===== src/rtl/serial_bit_comparator.sv =====
// Bit-serial unsigned magnitude comparator. It walks the operands MSB first
// through a one-bit equal/greater cascade, with a start/busy/done handshake.
//
// Ports:
//   clk    rising-edge system clock
//   reset  asynchronous active-high reset
//   start  compare request, only sampled in IDLE
//   a, b   operands, captured at the accepting edge
//   busy   high while bits are being processed
//   done   one-cycle pulse when eq/gt/lt are updated
//   eq/gt/lt  last result (A==B, A>B, A<B), held between done pulses
module serial_bit_comparator #(
    parameter int WIDTH      = 8,
    parameter int EARLY_EXIT = 0
) (
    input  logic             clk,
    input  logic             reset,
    input  logic             start,
    input  logic [WIDTH-1:0] a,
    input  logic [WIDTH-1:0] b,
    output logic             busy,
    output logic             done,
    output logic             eq,
    output logic             gt,
    output logic             lt
);

    localparam int CW = $clog2(WIDTH + 1);

    typedef enum logic [1:0] {
        IDLE,
        COMPARE,
        DONE
    } state_t;

    state_t         state;
    logic [WIDTH-1:0] sa;
    logic [WIDTH-1:0] sb;
    logic           e;
    logic           g;
    logic [CW-1:0]  cnt;

    logic ai;
    logic bi;
    logic g_next;
    logic e_next;
    logic last;
    logic stop;

    assign ai     = sa[WIDTH-1];
    assign bi     = sb[WIDTH-1];
    assign g_next = g | (e & ai & ~bi);
    assign e_next = e & ~(ai ^ bi);

    // This edge processes bit 0 once cnt has counted WIDTH-1 bits.
    assign last = (cnt == CW'(WIDTH - 1));
    // A cleared equal flag can never come back, so the outcome is fixed.
    assign stop = last || ((EARLY_EXIT != 0) && !e_next);

    always_ff @(posedge clk or posedge reset) begin
        if (reset) begin
            state <= IDLE;
            sa    <= '0;
            sb    <= '0;
            e     <= 1'b0;
            g     <= 1'b0;
            cnt   <= '0;
            busy  <= 1'b0;
            done  <= 1'b0;
            eq    <= 1'b0;
            gt    <= 1'b0;
            lt    <= 1'b0;
        end else begin
            done <= 1'b0;
            case (state)
                IDLE: begin
                    if (start) begin
                        sa    <= a;
                        sb    <= b;
                        e     <= 1'b1;
                        g     <= 1'b0;
                        cnt   <= '0;
                        busy  <= 1'b1;
                        state <= COMPARE;
                    end
                end
                COMPARE: begin
                    sa  <= {sa[WIDTH-2:0], 1'b0};
                    sb  <= {sb[WIDTH-2:0], 1'b0};
                    e   <= e_next;
                    g   <= g_next;
                    cnt <= cnt + CW'(1);
                    if (stop) begin
                        busy  <= 1'b0;
                        done  <= 1'b1;
                        eq    <= e_next;
                        gt    <= g_next;
                        lt    <= ~e_next & ~g_next;
                        state <= DONE;
                    end
                end
                DONE: begin
                    state <= IDLE;
                end
                default: begin
                    state <= IDLE;
                end
            endcase
        end
    end

endmodule


===== config.mk =====
export PLATFORM = sky130hd
export DESIGN_NAME = serial_bit_comparator
export DESIGN_NICKNAME = d
export VERILOG_FILES = /design/src/rtl/serial_bit_comparator.sv
export SDC_FILE = /design/constraint.sdc
export NUM_CORES = 1
export LEC_CHECK = 0
export ABC_AREA = 1
export BUFFER_PORTS_ARGS = -buffer_cell sky130_fd_sc_hd__buf_4
export CORE_ASPECT_RATIO = 0.9
export CORE_MARGIN = 2
export CORE_UTILIZATION = 61
export CTS_BUF_LIST = sky130_fd_sc_hd__clkbuf_4 sky130_fd_sc_hd__clkbuf_8
export DETAILED_ROUTE_END_ITERATION = 7
export PLACE_DENSITY = 0.85
export SETUP_SLACK_MARGIN = 0.3
export SKIP_LAST_GASP = 1
export SYNTH_ARGS = -nofsm -noshare
export SYNTH_HDL_FRONTEND = slang
export SYNTH_SLANG_ARGS = --single-unit

===== constraint.sdc =====
create_clock -name clk -period 2.12 [get_ports clk]
set_input_delay 0.636 -clock clk [delete_from_list [all_inputs] [get_ports clk]]
set_output_delay 0.636 -clock clk [all_outputs]
set_load 0.02 [all_outputs]

# After elaboration in Yosys (flattened, before gate mapping)
# Index checks and enable logic that the tools add are counted.
classes:
  n_addsub: 1
  n_eq_ne: 4
  muxes: 17
  bitwise_logic: 10
  n_reduce_logical: 6
op_table:
  columns: ["op", "n"]
  rows:
  - ["one-hot mux 8 bit (2 select lines)", 2]
  - ["two-way mux 8 bit", 2]
  - ["one-hot mux 4 bit (2 select lines)", 1]
  - ["one-hot mux 1 bit (2 select lines)", 3]
  - ["AND reduction 2 bit", 3]
  - ["two-way mux 1 bit", 5]
  - ["adder 4 x 1 -> 4 bit, second input constant", 1]
  - ["AND 1 bit", 4]
  - ["== test 4 x 3 -> 1 bit, second input constant", 1]
  - ["two-way mux 2 bit", 2]
  - ["two-way mux 4 bit", 1]
  - ["inequality test 2 bit, second input constant", 2]
  - ["NOT 1 bit", 4]
  - ["one-hot mux 2 bit (2 select lines)", 1]
  - ["AND reduction 3 bit", 1]
  - ["== test 2 x 1 -> 1 bit, second input constant", 1]
  - ["zero test 2 bit", 1]
  - ["nonzero test 2 bit", 1]
  - ["OR 1 bit", 1]
  - ["XOR 1 bit", 1]
word_totals:
  register_bits: 29
  input_bits: 19
  out_inout_bits: 5
  word_cells: 49

# Logic depth before layout (Yosys ltp)
logic_depth:
  depth_word: 5
  depth_mapped: 7
  ltp_nobuf: 6

# Least setup slack after synthesis
# Ideal clock, no wire load.
synth_path:
  kind: "input to register"
  startpoint: "input start"
  endpoint: "register g"
  arrival_ps: 1039
  slack_ps: 961
  path_stages: 6
  path_cell_list: "nand2_1 buf_4 nand2_1 nand2_1 o21ai_0 inv_1"
synth_between:
  elab_chain_len: 2
synth_lines:
  columns: ["item", "line_no", "rtl"]
  rows:
  - ["start, declared", "18", "input logic start,"]
  - ["inequality test 2 bit (no line)", null, null]
  - ["AND reduction 2 bit (no line)", null, null]
  - ["end signal, assigned", "91", "g <= g_next;"]
  - ["end, declared", "40", "logic g;"]
# No other way between the ends.
# A chain may end at the register's enable or synchronous reset.

# Worst setup path in the final report
layout_path:
  startpoint: "register lt"
  endpoint: "output lt"
layout_rtl:
  columns: ["item", "line_no", "rtl"]
  rows:
  - ["start, declared", "25", "output logic lt"]
  - ["start signal, assigned", "98", "lt <= ~e_next & ~g_next;"]
# No word-level cell between the ends.

==> out/metrics.csv <==
metric,value,unit
status,"finished, final reports clean",
CTS H-tree lvls,2,
first-pass GRT wire length,4.25,mm
drt wl/cell,12.3,um
latest clock arrival within the worst-skew pair,0.33,ns
fin crit share,72.3,%
Site Rows,15,
layout cells sized above 1,22.0,%
Avg Synthesized Cell Area,8.40,sq um
largest net degree at the start of global routing,30,
worst rel slew slack,76.1,%
Sequential cell area,726,sq um
DR iter-0 viols,33,
total CTS buffers,5,
drt via density,5.50,
post-synth top area share,55.4,%
WL final,2.54,mm
"top cells by area, synth","dfrtp_1 55%, nand3_1 14%, nand2_1 14%",
P&R area growth vs syn,18.2,%
vias in the first global route,1031,
Setup TNS,0,ns
CP arrival,0.90,ns
gr usage total,24.3,%
Resize count post-CTS,0,
Post-Synthesis Cell Area,0.00131,sq mm
PortBufs,23,
crit path launch type,flop,
cell family with most CP delay,flip-flops,
multi-input logic area,497,sq um
total grt overflow,0,
Min-Delay Path Class,input pin to async pin,
initial antenna violation count,0,
final hold vios,0,
root buf cell,clkbuf_4,
Final GP Congestion,0.812,
Die Area,0.00253,sq mm
TritonCTS clock tree,done,
Final setup viols,0,
critical path's largest stage delay,0.40,ns
"critical path fanouts, max",2,
min Tclk post-route,1.53,ns
DRC,0,
critical-path cell list,buf_4,
slowest CP cell,dfrtp_1,
Initial Util,66.5,%
Fillers,146,
"area leader, netlist",dfrtp_1,
total vias in the final route,1139,
I/O Pins,24,
TritonRoute pass-1 iters,4,
Worst Tran Pin Value,0.358,ns
most frequent cells in the layout,"49 x nand2_1, 37 x nand3_1, 29 x dfrtp_1",
Max clock buf depth,2,
post-route ant nets,0,
Static Leak,0.813,nW
max-cap violations,0,
Synth warnings,0,
crit path buf inv count,1,
highest clock rate,0.653,GHz
Post-DP HPWL,1.75,mm
nets@finish,201,
"Setup Fix Bufs, Post-CTS",0,
core area,0.00197,sq mm
"most common cell after layout, fill and taps aside",nand2_1,
CTS Sinks,29,
final core occ,78.6,%
count of pins over their slew limit,0,
Ant. Diodes,0,
Synth Instances,156,
RSZ-0062 raised after global routing,false,
width of the die,52.9,um
register bit count reported by yosys,29,
Peak VDD IR,0.932,mV
worst endpoint required time,1.48,ns
Die H,48.0,um
"Hold-fix buffers, CTS",0,
clk slew on worst S/H paths,0.10,ns
Crit. End Element,output pin,
PwrDens,1330,mW/mm^2
Worst Clk Skew,0.0164,ns
critical path class,flop to output pin,
Post-Syn Nets,176,
total power,2.06,mW
post-synthesis sequential area ratio,55.4,%
Cell variety after synth,17,
-- cells by family (layout without fill, tap and decap cells) --
| family | after synthesis | count (layout) | share of synthesized area [%] |
|---|---|---|---|
| flops | 29 | 29 | 55.4 |
| fa+ha+maj | 1 | 1 | 0.955 |
| buf+inv | 17 | 43 | 6.69 |
| simple gates | 100 | 100 | 33.5 |
| compound gates | 9 | 9 | 3.44 |
-- final cells by class --
cell class	count	share of cell area, %
flip-flops and latches	29	46.8
multi-input cells	110	32.1
repair buffers	25	12.1
clock buffers	7	4.20
inverters	10	2.42
well taps	25	2.02
clock inverters	1	0.323
-- state kept, by name, summed over array words and instances, names as in the netlist --
signal	flops
sb	8
lt	1
g	1
busy	1
e	1
state	2
done	1
sa	8
gt	1
cnt	4
eq	1
-- synthesized netlist by cell type (all sizes together) --
master	instances
buf	7
nor2	11
a21oi	2
nand3	37
dfrtp	29
nand4	1
nand2	51
inv	10
ha	1
o21ai	7
-- tightest hold or removal path: stages --
cell and delay [ns]:
buf_4 0.11, inv_1 0.04, buf_4 0.32
-- path summary, 6_finish.rpt --
path / slack (ns) / cells past startpoint / to / start
setup / recovery: 0.59 / 1 / lt / lt
hold / removal: 0.36 / 3 / gt / reset
setup reg to reg: 0.81 / 6 / eq / state[1]
hold reg to reg: 0.50 / 2 / sa[6] / sa[5]
max in group asynchronous: 1.48 / 3 / cnt[2] / reset
min in group clk: 0.50 / 3 / sa[0] / a[0]
-- through the flow --
stage	hold slack (ns)	worst slack (ns)	std cells	instance area [sq um]
global placement	0.464	0.694	199	1480
floorplan	0.466	0.878	156	1310
CTS	0.371	0.584	207	1550
finish	0.356	0.588	207	1550
global route	0.388	0.549	207	1550
detailed placement	0.484	0.678	199	1480
-- power breakdown --
part | leakage, nW | total [mW] | switching [mW] | internal, mW
Sequential | 0.370 | 0.942 | 0.165 | 0.777
Combinational | 0.402 | 0.730 | 0.455 | 0.275
Clock | 0.0413 | 0.385 | 0.193 | 0.192
-- routing by layer --
metal / part of all wire (%) / up-vias / track usage [%]
met3: 5.2 / 4 / 9.38
met4: 1.1 / 0 / 7.69
met5: 0 / - / 0
met1: 41 / 547 / 25.4
met2: 53 / 34 / 46.0
li1: - / 554 / -
Note: power is estimated with default switching activity, not from simulation.
